$ cat config.mk
export PLATFORM = sky130hd
export DESIGN_NAME = mem_port_arbiter_flat
export DESIGN_NICKNAME = d
export VERILOG_FILES = /design/src/rtl/mem_port_arbiter_if.sv /design/src/rtl/mem_port_arbiter.sv /design/src/flat_wrapper.sv
export SDC_FILE = /design/constraint.sdc
export NUM_CORES = 1
export LEC_CHECK = 0
export CAP_MARGIN = 5
export CORE_AREA = 2 2 106 108
export CTS_CLUSTER_SIZE = 25
export DETAILED_ROUTE_END_ITERATION = 16
export DIE_AREA = 0 0 108 110
export GPL_ROUTABILITY_DRIVEN = 1
export SKIP_CTS_REPAIR_TIMING = 1
export SLEW_MARGIN = 20
export SYNTH_ARGS = -nofsm -noshare
export SYNTH_HDL_FRONTEND = slang
export SYNTH_SLANG_ARGS = --single-unit
$ cat constraint.sdc
create_clock -name clk -period 1.9 [get_ports clk]
set_input_delay 0.38 -clock clk [delete_from_list [all_inputs] [get_ports clk]]
set_output_delay 0.38 -clock clk [all_outputs]
set_load 0.02 [all_outputs]
$ cat src/rtl/mem_port_arbiter_if.sv
// Fetch / load-store / memory bundle for the shared RAM port.
// master = arbiter side; slave = requesters and the memory.
interface mem_port_arbiter_if;
  logic        if_req;
  logic [31:0] if_addr;
  logic        if_gnt;
  logic        if_rvalid;
  logic [31:0] if_rdata;
  logic        d_req;
  logic        d_wen;
  logic [2:0]  d_mode;
  logic [31:0] d_addr;
  logic [31:0] d_wdata;
  logic        d_gnt;
  logic        d_rvalid;
  logic [31:0] d_rdata;
  logic        mem_en;
  logic        mem_wen;
  logic [2:0]  mem_mode;
  logic [31:0] mem_addr;
  logic [31:0] mem_wdata;
  logic [31:0] mem_rdata;

  modport master (
    input  if_req, if_addr,
    input  d_req, d_wen, d_mode, d_addr, d_wdata,
    input  mem_rdata,
    output if_gnt, if_rvalid, if_rdata,
    output d_gnt, d_rvalid, d_rdata,
    output mem_en, mem_wen, mem_mode,
    output mem_addr, mem_wdata
  );

  modport slave (
    output if_req, if_addr,
    output d_req, d_wen, d_mode, d_addr, d_wdata,
    output mem_rdata,
    input  if_gnt, if_rvalid, if_rdata,
    input  d_gnt, d_rvalid, d_rdata,
    input  mem_en, mem_wen, mem_mode,
    input  mem_addr, mem_wdata
  );
endinterface

$ cat src/rtl/mem_port_arbiter.sv
// Single-port RAM arbiter: fetch vs load/store, one read in flight,
// data priority with a starvation guard for fetch.
module mem_port_arbiter #(
  parameter int MEM_LAT    = 1,
  parameter int STARVE_MAX = 4
) (
  input  logic clk,
  input  logic rst,
  mem_port_arbiter_if.master bus
);

  typedef enum logic [1:0] {
    IDLE,
    BUSY_IF,
    BUSY_D
  } state_t;

  localparam logic [2:0] LAT_LAST = 3'(MEM_LAT - 1);
  localparam logic [3:0] ST_MAX   = 4'(STARVE_MAX);
  localparam logic [2:0] WORD     = 3'b010;

  state_t     state, state_nx;
  logic [2:0] lat_cnt, lat_nx;
  logic [3:0] st_cnt, st_nx;

  logic resp;
  logic slot;
  logic starved;
  logic win_d;
  logic win_if;

  // the response cycle doubles as the next arbitration slot
  always_comb begin
    resp    = !rst && (state != IDLE) && (lat_cnt == LAT_LAST);
    slot    = !rst && ((state == IDLE) || resp);
    starved = bus.if_req && (st_cnt == ST_MAX);
    win_d   = slot && bus.d_req && !starved;
    win_if  = slot && !win_d && bus.if_req;
  end

  always_comb begin
    bus.d_gnt     = 1'b0;
    bus.if_gnt    = 1'b0;
    bus.mem_en    = 1'b0;
    bus.mem_wen   = 1'b0;
    bus.mem_mode  = WORD;
    bus.mem_addr  = '0;
    bus.mem_wdata = '0;
    unique case (1'b1)
      win_d: begin
        bus.d_gnt     = 1'b1;
        bus.mem_en    = 1'b1;
        bus.mem_wen   = bus.d_wen;
        bus.mem_mode  = bus.d_mode;
        bus.mem_addr  = bus.d_addr;
        bus.mem_wdata = bus.d_wdata;
      end
      win_if: begin
        bus.if_gnt   = 1'b1;
        bus.mem_en   = 1'b1;
        bus.mem_addr = bus.if_addr;
      end
      default: ;
    endcase
  end

  always_comb begin
    bus.if_rvalid = resp && (state == BUSY_IF);
    bus.d_rvalid  = resp && (state == BUSY_D);
    bus.if_rdata  = bus.if_rvalid ? bus.mem_rdata : '0;
    bus.d_rdata   = bus.d_rvalid  ? bus.mem_rdata : '0;
  end

  always_comb begin
    state_nx = state;
    lat_nx   = lat_cnt + 3'd1;
    st_nx    = st_cnt;
    if ((state == IDLE) || resp) begin
      state_nx = IDLE;
      lat_nx   = '0;
      if (win_if)
        state_nx = BUSY_IF;
      else if (win_d && !bus.d_wen)
        state_nx = BUSY_D;
    end
    if (!bus.if_req || win_if)
      st_nx = '0;
    else if (win_d && (st_cnt != ST_MAX))
      st_nx = st_cnt + 4'd1;
  end

  always_ff @(posedge clk) begin
    if (rst) begin
      state   <= IDLE;
      lat_cnt <= '0;
      st_cnt  <= '0;
    end else begin
      state   <= state_nx;
      lat_cnt <= lat_nx;
      st_cnt  <= st_nx;
    end
  end

`ifndef SYNTHESIS
  a_if_hold: assert property (
    @(posedge clk) disable iff (rst)
    bus.if_req && !bus.if_gnt |=> bus.if_req
  );
  a_d_hold: assert property (
    @(posedge clk) disable iff (rst)
    bus.d_req && !bus.d_gnt |=> bus.d_req
  );
`endif

endmodule

$ cat src/flat_wrapper.sv
// flat-port wrapper written by rule: the top's interface ports become plain ports
module mem_port_arbiter_flat 
#(
  parameter int MEM_LAT    = 1,
  parameter int STARVE_MAX = 4
)
  (clk, rst, bus_if_req, bus_if_addr, bus_d_req, bus_d_wen, bus_d_mode, bus_d_addr, bus_d_wdata, bus_mem_rdata, bus_if_gnt, bus_if_rvalid, bus_if_rdata, bus_d_gnt, bus_d_rvalid, bus_d_rdata, bus_mem_en, bus_mem_wen, bus_mem_mode, bus_mem_addr, bus_mem_wdata);
  mem_port_arbiter_if bus_i ();
  input  logic clk;
  input  logic rst;
  input wire logic [$bits(bus_i.if_req)-1:0] bus_if_req;
  input wire logic [$bits(bus_i.if_addr)-1:0] bus_if_addr;
  input wire logic [$bits(bus_i.d_req)-1:0] bus_d_req;
  input wire logic [$bits(bus_i.d_wen)-1:0] bus_d_wen;
  input wire logic [$bits(bus_i.d_mode)-1:0] bus_d_mode;
  input wire logic [$bits(bus_i.d_addr)-1:0] bus_d_addr;
  input wire logic [$bits(bus_i.d_wdata)-1:0] bus_d_wdata;
  input wire logic [$bits(bus_i.mem_rdata)-1:0] bus_mem_rdata;
  output wire logic [$bits(bus_i.if_gnt)-1:0] bus_if_gnt;
  output wire logic [$bits(bus_i.if_rvalid)-1:0] bus_if_rvalid;
  output wire logic [$bits(bus_i.if_rdata)-1:0] bus_if_rdata;
  output wire logic [$bits(bus_i.d_gnt)-1:0] bus_d_gnt;
  output wire logic [$bits(bus_i.d_rvalid)-1:0] bus_d_rvalid;
  output wire logic [$bits(bus_i.d_rdata)-1:0] bus_d_rdata;
  output wire logic [$bits(bus_i.mem_en)-1:0] bus_mem_en;
  output wire logic [$bits(bus_i.mem_wen)-1:0] bus_mem_wen;
  output wire logic [$bits(bus_i.mem_mode)-1:0] bus_mem_mode;
  output wire logic [$bits(bus_i.mem_addr)-1:0] bus_mem_addr;
  output wire logic [$bits(bus_i.mem_wdata)-1:0] bus_mem_wdata;
  assign bus_i.if_req = bus_if_req;
  assign bus_i.if_addr = bus_if_addr;
  assign bus_i.d_req = bus_d_req;
  assign bus_i.d_wen = bus_d_wen;
  assign bus_i.d_mode = bus_d_mode;
  assign bus_i.d_addr = bus_d_addr;
  assign bus_i.d_wdata = bus_d_wdata;
  assign bus_i.mem_rdata = bus_mem_rdata;
  assign bus_if_gnt = bus_i.if_gnt;
  assign bus_if_rvalid = bus_i.if_rvalid;
  assign bus_if_rdata = bus_i.if_rdata;
  assign bus_d_gnt = bus_i.d_gnt;
  assign bus_d_rvalid = bus_i.d_rvalid;
  assign bus_d_rdata = bus_i.d_rdata;
  assign bus_mem_en = bus_i.mem_en;
  assign bus_mem_wen = bus_i.mem_wen;
  assign bus_mem_mode = bus_i.mem_mode;
  assign bus_mem_addr = bus_i.mem_addr;
  assign bus_mem_wdata = bus_i.mem_wdata;
  mem_port_arbiter #(.MEM_LAT(MEM_LAT), .STARVE_MAX(STARVE_MAX)) u_core (.clk(clk), .rst(rst), .bus(bus_i));
endmodule
## Yosys cells after proc, flatten, opt, wreduce, memory -nomap -nowiden

Index checks and enable logic that the tools add are counted.

- Flip-flop bits (word level): 9
- Bits of input ports: 136
- Output and inout port bits: 137
- Word-level logic and storage cells: 45

- Add/sub/neg operators: 2
- Eq/ne operators: 4
- Muxes and demuxes: 11
- Reductions and logical operators: 25

Operators by type and width:

| kind | count |
|---|---|
| $mux 32 | 3 |
| $pmux 32 s2 | 1 |
| $logic_and 1x1->1 | 12 |
| $reduce_or 2->1 | 3 |
| $logic_not 1->1 | 5 |
| $add 4x1->4 const B | 1 |
| $eq 4x3->1 const B | 1 |
| $mux 1 | 4 |
| $mux 2 | 2 |
| $ne 4x3->1 const B | 1 |
| $add 3x1->3 const B | 1 |
| $logic_not 3->1 | 1 |
| $mux 3 | 1 |
| $eq 2x1->1 const B | 1 |
| $eq 2x2->1 const B | 1 |
| $logic_not 2->1 | 1 |
| $logic_or 1x1->1 | 2 |
| $reduce_bool 2->1 | 1 |

## Logic depth before layout (Yosys ltp)

- Depth in word-level cells: 12
- Mapped depth: 8
- Depth with buffers taken out: 6

## Worst setup path after synthesis

Ideal clock, no wire load.

- Kind: register to output
- Start: reg u_core.st_cnt[0]
- End: out bus_mem_addr[11]
- Data arrival time: 1.761 ns
- Required time: 1.520 ns
- Path slack: -0.241 ns
- Cell stages (with the launch flop): 8
- Path buffers: 1
- Path through: dfxtp_1 > inv_1 > ha_1 > and4b_1 > nor2_2 > clkbuf_1 > nand2_1 > a21oi_1

- Word-level cells in the longest chain between the ends: 8

Ends and longest elaborated chain:

| item | RTL line | RTL |
|---|---|---|
| start, declared | mem_port_arbiter.sv:24 | `logic [3:0] st_cnt, st_nx;` |
| start signal, assigned | mem_port_arbiter.sv:100 | `st_cnt <= st_nx;` |
| $eq 4x3->1 (*) | mem_port_arbiter.sv:36 | `starved = bus.if_req && (st_cnt == ST_MAX);` |
| $logic_and 1x1->1 (*) | mem_port_arbiter.sv:36 |  |
| $logic_not 1->1 (*) | mem_port_arbiter.sv:37 | `win_d = slot && bus.d_req && !starved;` |
| $logic_and 1x1->1 (*) | mem_port_arbiter.sv:37 |  |
| $logic_not 1->1 | mem_port_arbiter.sv:38 | `win_if = slot && !win_d && bus.if_req;` |
| $logic_and 1x1->1 (2 in series) | mem_port_arbiter.sv:38 |  |
| $pmux 32 s2 (*) | mem_port_arbiter.sv:49 | `unique case (1'b1)` |
| end, declared | flat_wrapper.sv:28 | `output wire logic [$bits(bus_i.mem_addr)-1:0] bus_mem_addr;` |

Mark *: on every way between the ends. The rest lies on a longest branch, timed or not.

## Worst setup path after layout

- Start: reg u_core.st_cnt[0]
- End: out bus_mem_wdata[20]

- Word-level cells in the longest chain between the ends: 5

Ends and longest elaborated chain:

| item | RTL line | RTL |
|---|---|---|
| $eq 4x3->1 | mem_port_arbiter.sv:36 |  |
| $logic_and 1x1->1 | mem_port_arbiter.sv:36 |  |
| $logic_not 1->1 | mem_port_arbiter.sv:37 |  |
| $logic_and 1x1->1 | mem_port_arbiter.sv:37 |  |
| $mux 32 | mem_port_arbiter.sv:49 |  |
| end, declared | flat_wrapper.sv:29 | `output wire logic [$bits(bus_i.mem_wdata)-1:0] bus_mem_wdata;` |

No other way between the ends.

==> results.yml <==
sta:
  skew_ns: 0.00239
  finalCriticalPeriod_ns: 2.32
  max_slew_margin_pct: 71.3
  hold_violations: 0
  setup_slack_ns: -0.415
  slew_viol_final: 0
  rsz0062_at_grt: "yes"
  tightestPinTransition_ns: 0.431
  fmax_mhz: 432
  whs_ns: 0.509
  setup_violations: 137
  min_period_over_period_pct: 122
  tns_ns: -41.34
detailed_routing:
  ant_nets: 0
  drt_pre_antenna_iters: 4
  wirelength_um: 12500
  vias: 3251
  drt-initial-drc-count: 79
  drc: 0
  via_per_inst: 4.39
  wl_per_cell_um: 16.9
synthesis:
  netlist_instances: 284
  synth-edff-count: 0
  yosysWarningCount: 0
  synth_top_area_share_pct: 35.6
  synth_nets: 424
  syn_avg_cell_area_um2: 6.13
  async_flop_share_pct: 0
  synth_seq_cells: 9
  ys_top_cells_by_count: "and2_1 (99), a21oi_1 (40), nand2_1 (38), nand3_1 (35), buf_2 (12)"
  synth-seq-area-share_pct: 10.3
  synth_area_leaders: "and2_1 (36%), a21oi_1 (11%), dfxtp_1 (10%)"
  yosysTopAreaCell: "and2_1"
  syn_area_um2: 1740
  synth.most_common_cell: "and2_1"
  synth_top_flop_cell: "dfxtp_1"
  yosysUniqueCellTypes: 31
placement:
  dp_slack_ns: -0.890
  io_buffer_count: 272
  place_inst: 705
  dp_hpwl_um: 8520
  place.gp.congestion: 0.773
critical_path:
  worstSetupPathType: "flip-flop to output port"
  worstSetupStartpoint: "u_core.st_cnt[0]$_SDFFE_PP0P_"
  r2r_cells: 9
  reg2reg_slack_ns: 0.05
  critPathCaptureType: "output port"
  endpoint: "bus_mem_wdata[20]"
  crit_path_max_fanout: 6
  r2r_end: "u_core.st_cnt[3]$_SDFFE_PP0P_"
  start_kind: "flip-flop"
  arrival_ns: 1.94
  critical_path_required_ns: 1.52
  reg2reg_from: "u_core.st_cnt[0]$_SDFFE_PP0P_"
cts:
  root_buffer: "clkbuf_8"
  cts_buffers: 3
  h-tree-depth: 1
  cts.sinks: 9
  clkLatencyLatePin_ns: 0.24
  path_clk_slew_ns: 0.05
  cts_max_path_buffers: 2
  cts_tree: "built"
grt:
  antenna_found_initial: 0
  grt.total_usage_pct: 15.4
  grt_max_degree: 39
  grt_pass1_vias: 2849
  gr-total-overflow: 0
  grt_first_pass_wirelength_um: 14600
status:
  failed_checks: "setup timing"
  outcome: "finished with violations"
finish:
  antenna_cells: 0
  final_cells: 740
  area_delta_synth_final_pct: 242
  fin_nets: 741
  drive_above_1_share_pct: 58.8
hold_path:
  hp-class: "flip-flop to flip-flop"
job:
  maxCapViolCount: 0
floorplanning:
  die-area_um2: 11900
  coreArea_um2: 10700
  io_pins: 273
  fp-row-count: 38
  die_h_um: 110
  start_util_pct: 16.3
  die_w_um: 108
power:
  p_leak_uw: 0.00265
  peakVddDrop_mv: 0.135
  power_density_nw_per_um2: 256
==> placed cells by master (no fill, tap or decap), types with 5 or more instances in the layout <==
cell type and n:
clkdlybuf4s50_1 132, buf_6 105, and2_4 65, buf_4 48, and2_1 34, a21oi_2 28, clkbuf_2 27, nand3_1 26
nand2_1 19, nand2_4 15, buf_12 10, clkbuf_16 9, a21oi_1 7, inv_2 5, a21oi_4 5, nand3_2 5
dfxtp_1 5
==> area by class of cell <==
type	instances	area [um^2]
fill	966	4750
timing repair buffer	338	3520
multi-input combinational	243	2000
sequential	9	185
tap	140	175
clock buffer	4	45.0
inverter	6	22.5
==> power by group <==
| part | switching (uW) | internal (uW) |
|---|---|---|
| clock | 79.4 | 146 |
| sequential | 1.45 | 192 |
| combinational | 457 | 644 |
==> worst min-delay path by stage <==
stage | startpoint | endpoint | slack, ns | depth (start not counted)
CTS | u_core.lat_cnt[0]$_SDFF_PP0_ | u_core.lat_cnt[0]$_SDFF_PP0_ | 0.53 | 2
global route | u_core.lat_cnt[0]$_SDFF_PP0_ | u_core.lat_cnt[0]$_SDFF_PP0_ | 0.54 | 2
floorplan | u_core.lat_cnt[0]$_SDFF_PP0_ | u_core.lat_cnt[0]$_SDFF_PP0_ | 0.43 | 1
finish | u_core.lat_cnt[0]$_SDFF_PP0_ | u_core.lat_cnt[0]$_SDFF_PP0_ | 0.51 | 2
global placement | u_core.lat_cnt[0]$_SDFF_PP0_ | u_core.lat_cnt[0]$_SDFF_PP0_ | 0.50 | 2
detailed placement | u_core.lat_cnt[0]$_SDFF_PP0_ | u_core.lat_cnt[0]$_SDFF_PP0_ | 0.52 | 2
==> stage by stage <==
stage,util [%],total power [uW],area [um^2]
detailed placement,47.2,1090,5050
floorplan,-,540,1960
global route,55.6,1590,5950
CTS,47.6,1320,5090
finish,55.6,1520,5950
global placement,47.2,1090,5050
==> routing by layer <==
metal	vias to the layer above	share of wire (%)	global-route usage, %
li1	1570	-	-
met1	1496	36	17.1
met2	169	54	29.3
met3	16	8.4	3.88
met4	0	1.5	3.57
met5	-	0	0
==> kinds of logic after synthesis <==
family                     Yosys count  share of synthesized area (%)
muxes                                1                          0.575
adders and majority gates            4                           2.87
and+or+nand+nor                    193                           62.7
AOI/OAI and AO/OA                   45                           14.7
buffers and inverters               32                           8.84
DFF                                  9                           10.3
==> flip-flops by register name (all words and copies together), names as in the netlist <==
signal	flops
u_core.st_cnt	4
u_core.lat_cnt	3
u_core.state	2
==> worst max-delay path, stage by stage (launching register included) <==
cell and delay (ns):
dfxtp_2 0.33, inv_2 0.05, ha_4 0.16, and4b_2 0.24, a2111oi_4 0.29, buf_6 0.21
clkbuf_16 0.15, and2_4 0.15, buf_6 0.11
(Power assumes the default switching activity.)
